--- src/rtl/booth_pkg.sv ---
// rtl/booth_pkg.sv - shared types and Booth radix-4 decode for the sequential multiplier
package booth_pkg;

  typedef enum logic [1:0] {
    IDLE = 2'd0,
    RUN  = 2'd1,
    DONE = 2'd2
  } state_t;

  // Radix-4 Booth digit, range -2..+2
  typedef logic signed [2:0] booth_digit_t;

  // Map a multiplier triplet {b[2i+1], b[2i], b[2i-1]} to its Booth digit
  function automatic booth_digit_t booth_decode(input logic [2:0] trip);
    booth_digit_t d;
    case (trip)
      3'b001, 3'b010: d = 3'b001;  // +1
      3'b011:         d = 3'b010;  // +2
      3'b100:         d = 3'b110;  // -2
      3'b101, 3'b110: d = 3'b111;  // -1
      default:        d = 3'b000;  // 000 / 111
    endcase
    return d;
  endfunction

endpackage

--- src/rtl/booth_r4_digit.sv ---
// rtl/booth_r4_digit.sv - one radix-4 Booth partial-product generator
module booth_r4_digit
  import booth_pkg::*;
#(
  parameter int WIDTH = 8
) (
  input  logic [2:0]              triplet,
  input  logic [WIDTH-1:0]        a_r,
  output logic signed [WIDTH+1:0] pp
);

  booth_digit_t            digit;
  logic signed [WIDTH+1:0] a_ext;

  assign digit = booth_decode(triplet);
  // Two guard bits so that +/-2 * (-2^(W-1)) stays representable
  assign a_ext = {{2{a_r[WIDTH-1]}}, a_r};

  // Select digit * a_r
  always_comb begin
    pp = '0;
    case (digit)
      3'b001:  pp = a_ext;
      3'b010:  pp = a_ext <<< 1;
      3'b111:  pp = -a_ext;
      3'b110:  pp = -(a_ext <<< 1);
      default: pp = '0;
    endcase
  end

endmodule

--- src/rtl/booth_r4_seq_mult.sv ---
// rtl/booth_r4_seq_mult.sv - sequential signed radix-4 Booth multiplier, WIDTH/2 cycles per product
module booth_r4_seq_mult
  import booth_pkg::*;
#(
  parameter int WIDTH = 8
) (
  input  logic                 clk,
  input  logic                 rst_n,
  input  logic                 in_valid,
  output logic                 in_ready,
  input  logic [WIDTH-1:0]     a,
  input  logic [WIDTH-1:0]     b,
  input  logic                 abort,
  output logic                 out_valid,
  input  logic                 out_ready,
  output logic [2*WIDTH-1:0]   product,
  output logic                 busy
);

  localparam int STEPS = WIDTH / 2;
  localparam int CW    = (STEPS > 1) ? $clog2(STEPS) : 1;
  localparam logic [CW-1:0] LAST = CW'(STEPS - 1);

  state_t                  state;
  logic [WIDTH-1:0]        a_r;
  logic [WIDTH:0]          b_r;
  logic [2*WIDTH-1:0]      acc;
  logic [2*WIDTH-1:0]      acc_next;
  logic [2*WIDTH-1:0]      term;
  logic [CW-1:0]           cnt;
  logic [CW:0]             shamt;
  logic [2:0]              triplet;
  logic signed [WIDTH+1:0] pp;

  // Bit offset of the current triplet and of its partial product
  assign shamt   = {cnt, 1'b0};
  assign triplet = b_r[shamt +: 3];

  booth_r4_digit #(.WIDTH(WIDTH)) u_digit (
    .triplet (triplet),
    .a_r     (a_r),
    .pp      (pp)
  );

  // Sign-extend the partial product to full width, align it, and accumulate
  always_comb begin
    term     = '0;
    term     = {{(WIDTH-2){pp[WIDTH+1]}}, pp} << shamt;
    acc_next = acc + term;
  end

  // Handshake flags decode the state register only
  assign in_ready  = (state == IDLE);
  assign out_valid = (state == DONE);
  assign busy      = (state == RUN);

  // Control FSM and datapath registers; abort overrides everything
  always_ff @(posedge clk or negedge rst_n) begin
    if (!rst_n) begin
      state   <= IDLE;
      a_r     <= '0;
      b_r     <= '0;
      acc     <= '0;
      cnt     <= '0;
      product <= '0;
    end else if (abort) begin
      state <= IDLE;
      acc   <= '0;
      cnt   <= '0;
    end else begin
      case (state)
        IDLE: begin
          if (in_valid) begin
            a_r   <= a;
            b_r   <= {b, 1'b0};
            acc   <= '0;
            cnt   <= '0;
            state <= RUN;
          end
        end
        RUN: begin
          if (cnt == LAST) begin
            product <= acc_next;
            acc     <= '0;
            cnt     <= '0;
            state   <= DONE;
          end else begin
            acc <= acc_next;
            cnt <= cnt + 1'b1;
          end
        end
        DONE: begin
          if (out_ready) state <= IDLE;
        end
        default: state <= IDLE;
      endcase
    end
  end

endmodule

--- config.mk ---
export PLATFORM = sky130hd
export DESIGN_NAME = booth_r4_seq_mult
export DESIGN_NICKNAME = d
export VERILOG_FILES = /design/src/rtl/booth_pkg.sv /design/src/rtl/booth_r4_digit.sv /design/src/rtl/booth_r4_seq_mult.sv
export SDC_FILE = /design/constraint.sdc
export NUM_CORES = 1
export LEC_CHECK = 0
export ABC_AREA = 0
export CORE_MARGIN = 4
export CORE_UTILIZATION = 62
export DETAILED_ROUTE_END_ITERATION = 7
export GPL_TIMING_DRIVEN = 0
export PLACE_DENSITY = 0.89
export SYNTH_ARGS = -nofsm -noshare
export SYNTH_HDL_FRONTEND = slang
export SYNTH_HIERARCHICAL = 1
export SYNTH_SLANG_ARGS = --single-unit
--- constraint.sdc ---
create_clock -name clk -period 11.1 [get_ports clk]
set_input_delay 1.11 -clock clk [delete_from_list [all_inputs] [get_ports clk]]
set_output_delay 1.11 -clock clk [all_outputs]
set_load 0.01 [all_outputs]
# [Word-level counts from Yosys, hierarchy flattened]
# Index checks and enable logic that the tools add are counted.
# W data, S select, Z words.
[classes] n_addsub=4 n_eq_ne=16 shift=2 muxes=15 n_bitwise=1 reduce_logical=8
[op_table] cell="$mux W16" n=3
[op_table] cell="$pmux W10 S4" n=1
[op_table] cell="$pmux W16 S2" n=1
[op_table] cell="$add A16 B16 Y16" n=1
[op_table] cell="$shl A16 B3 Y16" n=1
[op_table] cell="$eq A3 B3 Y1 const B" n=5
[op_table] cell="$mux W2" n=7
[op_table] cell="$pmux W3 S4" n=1
[op_table] cell="$neg A8 Y10" n=1
[op_table] cell="$neg A9 Y10" n=1
[op_table] cell="$eq A3 B2 Y1 const B" n=3
[op_table] cell="$ne A3 B2 Y1 const B" n=3
[op_table] cell="$reduce_and A3 Y1" n=3
[op_table] cell="$shiftx A9 B4 Y3" n=1
[op_table] cell="$eq A3 B1 Y1 const B" n=2
[op_table] cell="$pmux W2 S3" n=1
[op_table] cell="$eq A2 B2 Y1 const B" n=2
[op_table] cell="$pmux W2 S2" n=1
[op_table] cell="$reduce_or A2 Y1" n=2
[op_table] cell="$reduce_bool A3 Y1" n=1
[op_table] cell="$add A2 B1 Y2 const B" n=1
[op_table] cell="$eq A2 B1 Y1 const B" n=1
[op_table] cell="$logic_not A2 Y1" n=1
[op_table] cell="$reduce_and A2 Y1" n=1
[op_table] cell="$not A1 Y1" n=1
[word_totals] regBits=52 in_bits=21 output_inout_bits=19 elab_cells=52

# [Longest topological paths before layout]
# Gate-level depths: netlist of run 1.
[depth] ltp_word=11 depth_mapped=19 depth_no_buf=17

# [Modules after synthesis]
# The synthesis of run 1 kept the hierarchy.
[by_module_without_submodules] mod="booth_r4_seq_mult" instances=1 cells_each=281 area_per_inst_um2=3096.7 seq_area_each_um2=1301.2
[by_module_without_submodules] mod="booth_r4_digit" instances=1 cells_each=98 area_per_inst_um2=605.6 seq_area_each_um2=0.0

# [Worst setup path before layout of run 1]
# Ideal clock, no wire load.
[synth_timing] path_type="register -> register" startpoint="reg cnt[0]" endpoint="reg acc[15]" setup_time_ns=0.080 t_arrival_ns=4.261 required_time_ns=11.020 setup_slack_ns=6.758 path_stages_with_launch=17 n_path_buf=4 period_less_slack_ns=4.342 path_cell_list="dfrtp_1 -> clkbuf_1 -> buf_1 -> nor2_1 -> a21oi_1 -> clkbuf_1 -> nor3_1 -> a41o_1 -> buf_2 -> mux4_2 -> ha_1 -> a21o_1 -> a221oi_2 -> o21ai_1 -> or4_1 -> a31o_1 -> o211ai_2"
[synth_between] elab_chain_cells=11 elab_cells_between_ends=21 classes_between="1 x add/sub; 11 x eq/ne; 2 x shift; 5 x mux; 2 x reduce/logical"
[synth_lines] item="start: declaration" line_no="booth_r4_seq_mult.sv:30" text="logic [CW-1:0] cnt;"
[synth_lines] item="start signal: assignment" line_no="booth_r4_seq_mult.sv:89" text="cnt <= cnt + 1'b1;"
[synth_lines] item="$shiftx A9 B4 Y3 (*)" line_no="booth_r4_seq_mult.sv:37" text="assign triplet = b_r[shamt +: 3];"
[synth_lines] item="via triplet[2]" line_no="booth_r4_seq_mult.sv:32" text="logic [2:0] triplet;"
[synth_lines] item="$eq A3 B3 Y1 (tied with other cells)" line_no="booth_pkg.sv:16" text="case (trip)"
[synth_lines] item="$reduce_or A2 Y1" line_no="booth_pkg.sv:16"
[synth_lines] item="$pmux W3 S4 (*)" line_no="booth_pkg.sv:16"
[synth_lines] item="$eq A3 B3 Y1 (tied with other cells)" line_no="booth_r4_digit.sv:22" text="case (digit)"
[synth_lines] item="$pmux W10 S4 (*)" line_no="booth_r4_digit.sv:22"
[synth_lines] item="via pp[9]" line_no="booth_r4_seq_mult.sv:33" text="logic signed [WIDTH+1:0] pp;"
[synth_lines] item="$shl A16 B3 Y16 (*)" line_no="booth_r4_seq_mult.sv:48" text="term = {{(WIDTH-2){pp[WIDTH+1]}}, pp} << shamt;"
[synth_lines] item="$add A16 B16 Y16 (*)" line_no="booth_r4_seq_mult.sv:49" text="acc_next = acc + term;"
[synth_lines] item="$mux W16 (*)" line_no="booth_r4_seq_mult.sv:82" text="if (cnt == LAST) begin"
[synth_lines] item="$pmux W16 S2 (*)" line_no="booth_r4_seq_mult.sv:71" text="case (state)"
[synth_lines] item="$mux W16 (*)" line_no="booth_r4_seq_mult.sv:66" text="end else if (abort) begin"
[synth_lines] item="end signal: assignment" line_no="booth_r4_seq_mult.sv:88" text="acc <= acc_next;"
[synth_lines] item="end: declaration" line_no="booth_r4_seq_mult.sv:27" text="logic [2*WIDTH-1:0] acc;"
# The timed path passes the listed nets; every way through them passes the cells marked *.
# A chain may end at the register's enable or synchronous reset.

# [Worst setup path in the final report of run 1]
# Ends and elaborated chain as after synthesis.

==> metrics.txt, run 1 <==
synth unique cells=70; top cells by instance count after synthesis=52 x sky130_fd_sc_hd__dfrtp_1, 36 x sky130_fd_sc_hd__nand2_1, 29 x sky130_fd_sc_hd__mux2_2; number of setup violations in the final report=0; number of instances in the placed design=a little under 500; final weighted congestion in routability-driven placement=0.938; Worst-Margin Slew=0.828 ns; maximum level of the CTS H-tree=2; clock root buffer=sky130_fd_sc_hd__clkbuf_8; Detail Route Antenna Nets=0; fraction of post-synthesis cell area in the top cell type by area=35.1%; kind of end point of the critical path=flip-flop; total negative slack=0 ns; worst hold path cell count=2; synthesized net count=418; startpoint type of the worst setup path=flip-flop; CTS tree=yes; clock latency at the later pin of the worst-skew pair=0.31 ns; Core Box Area=roughly 5600 sq um; min Tclk post-route=5.22 ns; ANT cells=0; CTS clk-pin slew, worst paths=approximately 0.090 ns; unrepaired setup endpoints after global routing=false; post-DP HPWL=6.84 mm; period utilisation layout=between 40 and 50%; hold buffer count at CTS=0; Crit path arrival time=5.46 ns; number of detailed-routing iterations run before antenna repair=5; Initial Utilization=65.6%; Hold Violations, Final=0; Cell Area, Placed=~4200 sq um; reg2reg path depth=16; Fin Clk Skew=0.0102 ns; Setup Fix Bufs, Post-CTS=0; most frequently used cell type in the post-synthesis netlist=sky130_fd_sc_hd__dfrtp_1; final wirelength=9.02 mm; number of vias per cell after detailed routing=between 6 and 7; total chip power=0.798 mW; EDFF count, synth=0; share of layout cells above drive strength 1=16.2%; max-slew violation total from the final report=0; Seq/Total Area, Yosys=35.1%; Tot GR Track Use=25.9%; Maximum Capacitance Violations=0; Hold Crit Class=flip-flop to flip-flop; # IOs=40; Crit Path Category=flip-flop to flip-flop; Die Y-Extent=roughly 85 um; 1st-iter DRT viols=249; first-pass GRT wire length=15.3 mm; vias in the first global route=3,165; cell accounting for the most synthesized area=sky130_fd_sc_hd__dfrtp_1; number of clock sinks=52; maximum root-to-sink buffer count=2; fillcell total=390; post-synthesis async set-or-reset flop share=100%; Pwr Density=186 nW/um^2; DRC violations left=0; highest clock rate=191 MHz; leakage power total=around 1.9 nW; floorplan die area=7270 sq um; data required time at the worst endpoint=11.34 ns; multi-input logic area=2240 sq um; net count of the finished layout=465; Layout Cell Area excl Fill=4290 sq um; top post-synthesis cells by area=sky130_fd_sc_hd__dfrtp_1 35%, sky130_fd_sc_hd__mux2_2 8.8%, sky130_fd_sc_hd__ha_1 5.7%, sky130_fd_sc_hd__nand2_1 3.6%, sky130_fd_sc_hd__a22o_1 3.5%; outcome=complete, no violations; total vias in the final route=around 3,200; number of resized instances in the post-cts repair step=0; x dimension of the die=85.3 um; I/O Buffers=39; total congestion overflow=0; initial antenna violation count=0; count of mapped cells out of synthesis=379; most used flip-flop cell after synthesis=sky130_fd_sc_hd__dfrtp_1; Register Area=1300 sq um; post-synthesis instance area=3700 sq um; number of CTS-inserted buffers=5; count of yosys warnings during synthesis=6; largest net degree at the start of global routing=32; FP Rows=27; Avg Cell Area, Syn=slightly below 10 sq um; Avg WL per Cell=between 15 and 20 um; filler-free cell count of the finished design=499; fraction of the core area covered by cells at the end of the flow=roughly 76%; IR Drop Worst-Case VDD=approximately 0.1 mV; post-synthesis sequential element count=52; critical path peak fanout=10; Relative slew margins=44.4%; area grow syn2layout=15.9%
-- cells by family (layout without fill, tap and decap cells) --
family,count (synthesis),in the layout,synth area share (%)
fa+ha+maj,18,18,6.29
compound gates,111,111,21.3
simple gates,104,104,14.7
buf+inv,33,81,4.36
xor+xnor,19,19,4.49
mux,42,42,13.7
flops,52,52,35.1
-- through the flow --
stage / hold slack, ns / setup slack, ns
2_1_floorplan: 0.452 / 6.76
3_3_place_gp: 0.461 / 5.97
3_5_place_dp: 0.467 / 5.94
4_1_cts: 0.491 / 5.87
5_1_grt: 0.535 / 5.45
6_report: 0.488 / 5.88
-- cell usage in the layout (no fill, tap or decap), types with 10 or more instances in the layout --
| master | netlist | final |
|---|---|---|
| sky130_fd_sc_hd__xor2_1 | 10 | 10 |
| sky130_fd_sc_hd__o21ai_0 | 14 | 14 |
| sky130_fd_sc_hd__nor3_1 | 10 | 10 |
| sky130_fd_sc_hd__nor2_1 | 18 | 18 |
| sky130_fd_sc_hd__nand2_1 | 36 | 36 |
| sky130_fd_sc_hd__a22o_1 | 15 | 15 |
| sky130_fd_sc_hd__mux2_2 | 29 | 29 |
| sky130_fd_sc_hd__dfrtp_1 | 52 | 52 |
| sky130_fd_sc_hd__clkdlybuf4s50_1 | 0 | 38 |
| sky130_fd_sc_hd__ha_1 | 17 | 17 |
| sky130_fd_sc_hd__a21oi_1 | 22 | 22 |
-- final cells by class --
type                            instances  area share, %
Tap cell                               72           2.10
Inverter                               11          0.962
Sequential cell                        52           30.3
Clock buffer                            7           2.01
Timing Repair Buffer                   40           9.45
Buffer                                 22           2.80
Clock inverter                          1          0.175
Multi-Input combinational cell        294           52.2
-- registers in the layout, indices dropped and copies added (netlist names) --
signal and flops:
state 2, cnt 2, b_r 8, product 16, acc 16, a_r 8
-- worst max-delay path, cell delays in order (launching register included) --
cell and delay, ns:
sky130_fd_sc_hd__dfrtp_1 0.35, sky130_fd_sc_hd__clkbuf_1 0.38, sky130_fd_sc_hd__buf_1 0.48, sky130_fd_sc_hd__nor2_1 0.10, sky130_fd_sc_hd__a21oi_1 0.57, sky130_fd_sc_hd__clkbuf_1 0.41
sky130_fd_sc_hd__nor3_1 0.11, sky130_fd_sc_hd__a41o_1 0.24, sky130_fd_sc_hd__buf_2 0.19, sky130_fd_sc_hd__mux4_2 0.50, sky130_fd_sc_hd__ha_1 0.40, sky130_fd_sc_hd__a21o_1 0.25
sky130_fd_sc_hd__a221oi_2 0.27, sky130_fd_sc_hd__o21ai_1 0.15, sky130_fd_sc_hd__or4_1 0.49, sky130_fd_sc_hd__a31o_1 0.20, sky130_fd_sc_hd__o211ai_2 0.06
-- final timing paths --
kind | startpoint | to | slack [ns]
worst min register to register | product[9]$_DFFE_PN0P_ | product[9]$_DFFE_PN0P_ | 0.49
worst max-delay path | cnt[0]$_DFFE_PN0P_ | acc[15]$_DFFE_PN0P_ | 5.88
worst min-delay path | product[9]$_DFFE_PN0P_ | product[9]$_DFFE_PN0P_ | 0.49
worst max register to register | cnt[0]$_DFFE_PN0P_ | acc[15]$_DFFE_PN0P_ | 5.88
max in group asynchronous | rst_n | acc[9]$_DFFE_PN0P_ | 9.80
min in group asynchronous | rst_n | b_r[3]$_DFFE_PN0P_ | 0.76
-- metal layers --
metal,GRT usage [%],up-vias,share of wire (%)
li1,-,1511,-
met1,34.7,1576,44
met2,44.4,115,49
met3,3.88,15,5.1
met4,5.90,0,1.1
met5,0,-,0
-- where the power goes --
group	internal [mW]	switching [mW]	total, mW
clock network	0.0508	0.0624	0.113
logic	0.187	0.258	0.445
registers	0.216	0.0234	0.240
total	0.454	0.344	0.798
No activity file was read; power rests on OpenSTA's default activity.
==> run 2, diff against run 1 <==
--- a/config.mk
+++ b/config.mk
@@ -7,10 +7,10 @@
 export LEC_CHECK = 0
 export ABC_AREA = 0
 export CORE_MARGIN = 4
-export CORE_UTILIZATION = 62
+export CORE_UTILIZATION = 57
 export DETAILED_ROUTE_END_ITERATION = 7
 export GPL_TIMING_DRIVEN = 0
-export PLACE_DENSITY = 0.89
+export PLACE_DENSITY = 0.83
 export SYNTH_ARGS = -nofsm -noshare
 export SYNTH_HDL_FRONTEND = slang
 export SYNTH_HIERARCHICAL = 1
==> constraint.sdc (replaced) <==
create_clock -name clk -period 5.5 [get_ports clk]
set_input_delay 0.55 -clock clk [delete_from_list [all_inputs] [get_ports clk]]
set_output_delay 0.55 -clock clk [all_outputs]
set_load 0.01 [all_outputs]
==> run 2 against run 1 <==
Effect of this change:
- combinational power increased by 100%
- final area increased by 0.15%
- sequential cell count unchanged
- worst hold slack got worse by 0.28 ns
- largest power group unchanged
- highest routed layer unchanged
- maximum frequency increased by 0.20%
- largest cell class unchanged
- sequential power increased by 100%
==> metrics.txt, run 2 (synthesized netlist as in run 1, its figures left out) <==
outcome=complete, no violations; number of buffers and inverters on the critical path=4 (unchanged); hold buffer count at CTS=0 (unchanged); number of setup violations in the final report=0 (unchanged); number of detailed-routing iterations run before antenna repair=5 (unchanged); vias in the first global route=3,206 (+1.3%); Detail Route Antenna Nets=0 (unchanged); highest clock rate=192 MHz (+0.20%); Maximum Capacitance Violations=0 (unchanged); area grow syn2layout=16.1%; leakage power total=1.91 nW (unchanged); FP Rows=29 (+7.4%); Pwr Density=375 nW/um^2 (+100%); maximum level of the CTS H-tree=2 (unchanged); number of cells on the critical path=16 (unchanged); max-slew violation total from the final report=0 (unchanged); Avg WL per Cell=18.1 um (about the same); final weighted congestion in routability-driven placement=0.898 (-4.3%); Fin Clk Skew=0.0108 ns (+0.000638 ns); delay contributed by the slowest stage of the critical path=0.57 ns (about the same); largest registers in the final layout=acc x16, product x16; total vias in the final route=3,190 (-0.84%); Hold Violations, Final=0 (unchanged); cells along the critical path=clkbuf_1, buf_1, nor2_1, a21oi_1, clkbuf_1, nor3_1, a41o_1, buf_2, mux4_2, ha_1, a21o_1, a221oi_2, o21ai_1, or4_1, a31o_1, o211ai_2; startpoint type of the worst setup path=flip-flop; Core Box Area=6310 sq um (+12%); number of clock sinks=52 (unchanged); Relative slew margins=49.0% (+4.6 points); ANT cells=0 (unchanged); Die Y-Extent=88.6 um (+3.9%); Crit path arrival time=5.44 ns (-0.02 ns); total congestion overflow=0 (unchanged); Hold Crit Class=input port to async pin; cell occurring most often along the worst timing path=sky130_fd_sc_hd__clkbuf_1; Cell Area, Placed=4200 sq um (+0.15%); IR Drop Worst-Case VDD=0.257 mV (+160%); Tot GR Track Use=24.8% (-1.1 points); first-pass GRT wire length=15.4 mm (about the same); unrepaired setup endpoints after global routing=false; number of resized instances in the post-cts repair step=0 (unchanged); x dimension of the die=88.6 um (+3.9%); DRC violations left=0 (unchanged); end of the worst register-to-register path=acc[15]$_DFFE_PN0P_; flop-to-flop setup slack=0.29 ns (-5.59 ns); commonest cells after routing, fill and taps aside=52 x sky130_fd_sc_hd__dfrtp_1, 38 x sky130_fd_sc_hd__clkdlybuf4s50_1, 36 x sky130_fd_sc_hd__nand2_1; net count of the finished layout=465 (unchanged); CTS clk-pin slew, worst paths=0.10 ns (about the same); share of layout cells above drive strength 1=16.2% (unchanged); startpoint of the most critical register-to-register path=cnt[0]$_DFFE_PN0P_; 1st-iter DRT viols=294 (+18%); clock latency at the later pin of the worst-skew pair=0.30 ns (about the same); final wirelength=9.11 mm (+0.93%); reg2reg path depth=16 (unchanged); I/O Buffers=39 (unchanged); period utilisation layout=94.8% (+48 points); Crit Path Category=flip-flop to flip-flop; # IOs=40 (unchanged); clock root buffer=sky130_fd_sc_hd__clkbuf_8; min Tclk post-route=5.21 ns (-0.0105 ns); post-DP HPWL=6.89 mm (+0.73%); maximum root-to-sink buffer count=2 (unchanged); Setup Fix Bufs, Post-CTS=0 (unchanged); Initial Utilization=58.6% (-7.0 points); data required time at the worst endpoint=5.73 ns (-5.61 ns); worst setup path startpoint=cnt[0]$_DFFE_PN0P_; critical path peak fanout=10 (unchanged); largest net degree at the start of global routing=32 (unchanged); initial antenna violation count=0 (unchanged); kind of end point of the critical path=flip-flop; floorplan die area=7850 sq um (+7.9%); Top delay family on crit path=compound AO/OA/AOI/OAI gates; number of CTS-inserted buffers=5 (unchanged); CTS tree=yes; slowest stage cell on the critical path=sky130_fd_sc_hd__a21oi_1; number of vias per cell after detailed routing=6.33 (-1.8%); Layout Cell Area excl Fill=4300 sq um (+0.15%); Worst-Margin Slew=0.759 ns (-0.0689 ns); most frequent standard cell in the layout excluding fill and tap cells=sky130_fd_sc_hd__dfrtp_1; total negative slack=0 ns (unchanged)
run 2: cell counts in the layout (fill, tap and decap cells not counted):
Identical to the previous run, type by type.
run 2: metal layers:
layer  global-route usage (%)  wire [um]  vias up
li1                         -          -     1504
met5                        0          0        -
met1                     33.2       4050     1556
met2                     41.6       4460      114
met4                     7.83        184        0
met3                     3.54        409       16
run 2: area by class of cell:
class / count / area, sq um
Fill cell: 507 / 2020
Multi-Input combinational cell: 294 / 2240
Clock buffer: 7 / 86.3
Inverter: 11 / 41.3
Tap cell: 77 / 96.3
Timing Repair Buffer: 40 / 405
Buffer: 22 / 120
Sequential cell: 52 / 1300
Clock inverter: 1 / 7.51
run 2: per-stage QoR:
stage	util [%]	power, mW	hold slack, ns	instances	setup WS [ns]
floorplan	-	1.15	0.254	379	1.16
global placement	66.3	1.34	0.462	495	0.420
detailed placement	66.6	1.37	0.467	496	0.367
CTS	68.1	1.60	0.220	504	0.349
global route	68.1	1.73	0.229	504	0.0214
finish	68.1	1.61	0.207	504	0.288
run 2: worst max path at each step:
stage	end	slack (ns)
after floorplan	acc[15]$_DFFE_PN0P_	1.16
after global placement	acc[15]$_DFFE_PN0P_	0.42
after detailed placement	acc[15]$_DFFE_PN0P_	0.37
after CTS	acc[15]$_DFFE_PN0P_	0.35
after global routing	product[14]$_DFFE_PN0P_	0.02
final	acc[15]$_DFFE_PN0P_	0.29
run 2: power by group:
group	switching (mW)	internal, mW	total, mW
Sequential	0.0485	0.437	0.485
Clock	0.125	0.103	0.228
Combinational	0.521	0.378	0.899
Total	0.695	0.917	1.61
==> run 3, diff against run 2 <==
--- a/config.mk
+++ b/config.mk
@@ -8,6 +8,7 @@
 export ABC_AREA = 0
 export CORE_MARGIN = 4
 export CORE_UTILIZATION = 57
+export CTS_CLUSTER_DIAMETER = 150
 export DETAILED_ROUTE_END_ITERATION = 7
 export GPL_TIMING_DRIVEN = 0
 export PLACE_DENSITY = 0.83
==> results of run 3 <==
The final DEF is identical to that of run 2; final timing and power are the same.
